[src/rtl/serial_subtractor.sv]
// rtl/serial_subtractor.sv - multi-cycle digit-serial subtractor with start/busy/done handshake
//
// Computes minuend - subtrahend - inborrow DIGIT bits per clock. The operands
// are captured into shift registers, the borrow is carried between cycles in a
// register, and each result digit enters the result register at the MSB end so
// the full difference is aligned after N = WIDTH/DIGIT compute cycles.

// Single full-subtractor cell: d = a - b - bi, bo = borrow out.
module fs_cell (
  input  logic a,
  input  logic b,
  input  logic bi,
  output logic d,
  output logic bo
);
  assign d  = a ^ b ^ bi;
  assign bo = (~a & b) | (~(a ^ b) & bi);
endmodule

module serial_subtractor #(
  parameter int WIDTH = 8,
  parameter int DIGIT = 1
) (
  input  logic             clk,
  input  logic             rst,
  input  logic             start,
  input  logic [WIDTH-1:0] minuend,
  input  logic [WIDTH-1:0] subtrahend,
  input  logic             inborrow,
  output logic             busy,
  output logic             done,
  output logic [WIDTH-1:0] diff,
  output logic             outborrow,
  output logic             overflow
);

  localparam int N  = WIDTH / DIGIT;
  localparam int CW = $clog2(N + 1);

  // An operand width that is not a whole number of digits has no meaning here.
  if (WIDTH < 1 || (WIDTH % DIGIT) != 0) begin : g_bad_param
    $fatal(1, "serial_subtractor: WIDTH must be >= 1 and a multiple of DIGIT");
  end

  typedef enum logic [1:0] {
    IDLE = 2'd0,
    RUN  = 2'd1,
    DONE = 2'd2
  } state_t;

  state_t           state;
  logic [WIDTH-1:0] a_sr;
  logic [WIDTH-1:0] b_sr;
  logic [WIDTH-1:0] res_sr;
  logic             borrow;
  logic [CW-1:0]    cnt;
  logic             a_msb;
  logic             b_msb;

  logic [DIGIT:0]   bc;
  logic [DIGIT-1:0] dig;
  logic [WIDTH-1:0] dig_w;
  logic [WIDTH-1:0] res_next;

  // The registered borrow feeds the least significant cell of this digit.
  assign bc[0] = borrow;

  for (genvar i = 0; i < DIGIT; i++) begin : g_cell
    fs_cell u_cell (
      .a  (a_sr[i]),
      .b  (b_sr[i]),
      .bi (bc[i]),
      .d  (dig[i]),
      .bo (bc[i+1])
    );
  end

  // Place the new digit at the top of the result word; older digits move down.
  always_comb begin
    dig_w              = '0;
    dig_w[DIGIT-1:0]   = dig;
    res_next           = (res_sr >> DIGIT) | (dig_w << (WIDTH - DIGIT));
  end

  // Handshake FSM, datapath shift registers and registered result outputs.
  always_ff @(posedge clk) begin
    if (rst) begin
      state     <= IDLE;
      busy      <= 1'b0;
      done      <= 1'b0;
      diff      <= '0;
      outborrow <= 1'b0;
      overflow  <= 1'b0;
      a_sr      <= '0;
      b_sr      <= '0;
      res_sr    <= '0;
      borrow    <= 1'b0;
      cnt       <= '0;
      a_msb     <= 1'b0;
      b_msb     <= 1'b0;
    end else begin
      case (state)
        IDLE, DONE: begin
          done <= 1'b0;
          if (start) begin
            a_sr   <= minuend;
            b_sr   <= subtrahend;
            borrow <= inborrow;
            a_msb  <= minuend[WIDTH-1];
            b_msb  <= subtrahend[WIDTH-1];
            res_sr <= '0;
            cnt    <= CW'(N);
            busy   <= 1'b1;
            state  <= RUN;
          end else begin
            state  <= IDLE;
          end
        end
        RUN: begin
          a_sr   <= a_sr >> DIGIT;
          b_sr   <= b_sr >> DIGIT;
          res_sr <= res_next;
          borrow <= bc[DIGIT];
          cnt    <= cnt - CW'(1);
          if (cnt == CW'(1)) begin
            state     <= DONE;
            busy      <= 1'b0;
            done      <= 1'b1;
            diff      <= res_next;
            outborrow <= bc[DIGIT];
            overflow  <= (a_msb != b_msb) && (res_next[WIDTH-1] != a_msb);
          end
        end
        default: begin
          state <= IDLE;
          busy  <= 1'b0;
          done  <= 1'b0;
        end
      endcase
    end
  end

endmodule

[config.mk]
export PLATFORM = sky130hd
export DESIGN_NAME = serial_subtractor
export DESIGN_NICKNAME = d
export VERILOG_FILES = /design/src/rtl/serial_subtractor.sv
export SDC_FILE = /design/constraint.sdc
export NUM_CORES = 1
export LEC_CHECK = 0
export CAP_MARGIN = 20
export CORE_MARGIN = 2
export CORE_UTILIZATION = 50
export DETAILED_ROUTE_END_ITERATION = 16
export HOLD_SLACK_MARGIN = 0.05
export PLACE_DENSITY_LB_ADDON = 0.1
export SETUP_SLACK_MARGIN = 0.1
export SLEW_MARGIN = 20
export SYNTH_ARGS = -nofsm -noshare
export SYNTH_HDL_FRONTEND = slang
export SYNTH_SLANG_ARGS = --single-unit
[constraint.sdc]
create_clock -name clk -period 3.2 [get_ports clk]
set_input_delay 0.64 -clock clk [delete_from_list [all_inputs] [get_ports clk]]
set_output_delay 0.64 -clock clk [all_outputs]
set_load 0.1 [all_outputs]
== Yosys cells after proc, flatten, opt, wreduce, memory -nomap -nowiden ==
Index checks and enable logic that the tools add are counted.
Cells by class
  add/subtract/negate cells: 1
  equality and inequality tests: 7
  muxes and demuxes: 16
  bitwise operators: 9
  reductions and logical operators: 9
Operators with widths (number)
  8-bit one-hot mux with 2 select lines: 3
  8-bit two-way mux: 3
  7-bit by 8-bit bitwise OR with 8-bit output: 1
  4-bit one-hot mux with 2 select lines: 1
  2-bit AND reduction: 4
  4-bit by 1-bit equality test with 1-bit output, second input constant: 1
  1-bit two-way mux: 4
  4-bit two-way mux: 1
  2-bit inequality test, second input constant: 2
  1-bit one-hot mux with 2 select lines: 2
  2-bit one-hot mux with 2 select lines: 1
  2-bit OR reduction: 2
  4-bit by 1-bit subtractor with 4-bit output, second input constant: 1
  1-bit inverter: 3
  1-bit AND: 2
  2-bit by 1-bit equality test with 1-bit output, second input constant: 1
  2-bit equality test, second input constant: 1
  2-bit logical NOT: 1
  2-bit two-way mux: 1
  1-bit inequality test: 2
  2-bit nonzero test: 1
  1-bit bitwise XOR: 2
  1-bit logical AND: 1
  1-bit bitwise OR: 1
Word-level totals
  bits in registers: 45
  input port bits: 20
  logic and storage cells: 55

== Depth between registers and ports, before layout ==
  word-level depth: 5
  depth in mapped cells: 6
  mapped depth without buffers: 5

== Modules after synthesis ==
A second synthesis with hierarchy kept.
Second synthesis, totals
  cell total of the unflattened synthesis: 209
  area, all modules: 1996.9 um^2
Modules (own cells, without submodules)
  serial_subtractor: instances 1, cells each 205, area an instance 1965.6 um^2
  fs_cell: instances 1, cells each 4, area an instance 31.3 um^2

== Worst setup path after synthesis ==
OpenSTA, ideal clock, no wires.
  path type: reg2out
  from: register busy
  to: output port busy
  arrival time: 941 ps
  slack: 1619 ps
  stages on the path, launching flop included: 1
  cells stage by stage: dfxtp_1
RTL lines
  start: declaration: line 30  | output logic busy,
  start signal: assignment: line 89  | busy <= 1'b0;
  start signal: assignment: line 113  | busy <= 1'b1;
  start signal: assignment: line 127  | busy <= 1'b0;
No word-level cell between the ends.

== Final worst setup path ==
  from: register busy
  to: output port busy
No word-level cell between the ends.

==> qor.txt <==
CTS Buf Count -> 5
total die area -> 0.00412 mm^2
CTS tree -> done
drt pass-1 iters -> 4
top-area cell type share of the netlist area -> 48.6%
max_cap viols -> 0
Leak -> 0.810 nW
worst skew pair latency -> 0.35 ns
Worst-Margin Slew -> 0.497 ns
Initial Util -> 53.1%
most instantiated cells after synthesis -> dfxtp_1, nand2_1, a21oi_1
Final min period -> 1.66 ns
drt initial violations -> 88
gr ovfl total -> 0
dominant cell by count in the synthesized netlist -> dfxtp_1
clock share of power -> 32.3%
area of the mapped netlist -> 0.00181 mm^2
FP Rows -> 21
relative slew slack -> 66.8%
# hold bufs at CTS -> 0
fmax -> 0.602 GHz
clk_skew -> 0.00970 ns
top cell type by total area after synthesis -> dfxtp_1
worst hold path type -> reg -> reg
Net Switching -> 308 uW
share of cells above drive strength 1 -> 10.6%
Syn Area/Cell -> 8.24 um^2
CP Class -> reg -> out
Synth async-reset ratio -> 0%
R2R depth -> 5
GRT Resource Usage Total -> 18.6%
CTS root buf -> clkbuf_4
Post-synth top flop -> dfxtp_1
clk slew on worst S/H paths -> 0.12 ns
Final Cycle Share -> 51.9%
CTS resizes -> 0
H-Tree Depth -> 2
placed cell areas -> 0.00209 mm^2
sequential area share after synthesis -> 48.6%
Worst EP arrival -> 1.02 ns
DIE HEIGHT -> 64.2 um
io pins -> 32
CP top delay family -> flip-flops
Worst path max stage delay -> 0.37 ns
hold depth -> 2
antenna diode count -> 0
Final GP Congestion -> 0.748
setup total negative slack -> 0 ns
routed vias/inst -> 5.43
first-pass GRT wire length -> 6.13 mm
CP Cell Sequence -> buf_4
port bufs -> 31
Yosys reg bits -> 44
die width -> 64.2 um
Area Growth Syn to Fin -> 20.5%
outcome -> finished clean
Final Cell Area -> 0.00218 mm^2
Final HPWL DP -> 2.39 mm
wire length per cell -> 12.7 um
Pins Over Slew Limit -> 0
RSZ-0062 raised after global routing -> no
Net Count, Synth -> 243
fin nets -> 267
initial antenna violation count -> 0
Req. time, crit path -> 2.56 ns
routed wire length -> 3.69 mm
startpoint types -> register
routed via count -> 1580
Critical Path Sink Type -> output port
Crit Path Max Fanout -> 3
slowest CP cell -> dfxtp_1
Flop pwr share -> 51.4%
final hold viol count -> 0
Post-CTS Setup Repair Bufs -> 0
Worst path depth -> 1
Pint -> 864 uW
YS warnings -> 0
Comb power frac -> 16.3%
core area -> 0.00342 mm^2
Max Root-Sink Buffers -> 2
WP buf/inv -> 1
CTS sink count -> 44
cell count after synthesis -> 220
Fill cells -> 327
Worst VDD drop -> 0.280 mV
number of global-route vias before repair -> 1388
setup violators final -> 0
top cells by area, synth -> dfxtp_1, nand2_1, a21oi_1
number of synthesized flops with an enable pin -> 0
post-route core utilization -> 64.0%
drt drc -> 0
Switching Share -> 26.3%
Power Dens Cells -> 536 mW/mm^2
synth unique cells -> 27
Final ANT Viol Nets -> 0
largest net degree at the start of global routing -> 55
==> worst min-delay path: stages, from the launching register on <==
cell and delay, ns:
dfxtp_1 0.33, nand2_1 0.05, a21oi_1 0.05
==> cell usage in the layout, fill, tap and decap left out, drive strengths merged <==
cell type	count
dfxtp	44
or3	2
nand2b	3
buf	18
a31oi	1
clkbuf	7
nor3	3
o21ai	9
or3b	1
fa	1
a21oi	27
and3b	1
a211oi	2
ha	2
nand3b	2
clkdlybuf4s50	19
a311oi	14
bufinv	1
xor2	1
nor3b	1
nand3	20
o21bai	1
a2bb2oi	1
inv	4
nor2b	2
nand2	40
nor2	18
==> final timing paths <==
check	start	slack, ns	to
worst max-delay path	busy$_SDFFE_PP0P_	1.54	busy
worst min-delay path	a_msb$_SDFFE_PP0P_	0.47	a_msb$_SDFFE_PP0P_
worst max register to register	borrow$_SDFFE_PP0P_	1.63	overflow$_SDFFE_PP0P_
worst min register to register	a_msb$_SDFFE_PP0P_	0.47	a_msb$_SDFFE_PP0P_
==> cell families after synthesis <==
logic type / Yosys count / synth area share, %
AOI/OAI and AO/OA: 55 / 18.8
xor gates and xnor gates: 1 / 0.483
adders and majority gates: 3 / 2.48
DFF: 44 / 48.6
buffers and inverters: 24 / 6.69
and+or+nand+nor: 93 / 23.0
==> area by class of cell <==
cell class	count	area, um^2	area share, %
well taps	46	57.6	2.63
repair buffers	37	325	14.9
multi-input cells	152	811	37.1
clock inverters	1	30.0	1.37
flip-flops and latches	44	881	40.3
clock buffers	7	65.1	2.98
inverters	4	15.0	0.687
==> per-layer routing <==
layer	wire (um)	GRT usage (%)
met5	0	0
met1	1670	23.8
met3	175	4.23
met2	1800	31.4
met4	36	5.59
==> power groups by stage <==
stage / combinational, mW / clock (mW) / sequential (mW)
CTS: 0.191 / 0.387 / 0.602
floorplan: 0.122 / 0 / 0.629
detailed placement: 0.191 / 0 / 0.614
finish: 0.191 / 0.379 / 0.602
global route: 0.211 / 0.410 / 0.607
global placement: 0.186 / 0 / 0.613
==> stage by stage <==
step | total power [mW] | hold WS [ns] | cells | setup WS (ns)
3_5_place_dp | 0.805 | 0.465 | 283 | 1.22
2_1_floorplan | 0.751 | 0.444 | 220 | 1.62
5_1_grt | 1.23 | 0.507 | 291 | 1.48
3_3_place_gp | 0.799 | 0.453 | 283 | 1.28
4_1_cts | 1.18 | 0.482 | 291 | 1.52
6_report | 1.17 | 0.474 | 291 | 1.54
==> flip-flops by register name (all words and copies together) (netlist names) <==
signal / count
state: 2
cnt: 4
res_sr: 7
outborrow: 1
diff: 8
b_msb: 1
a_msb: 1
b_sr: 8
done: 1
overflow: 1
borrow: 1
a_sr: 8
busy: 1
(Power assumes the default switching activity.)
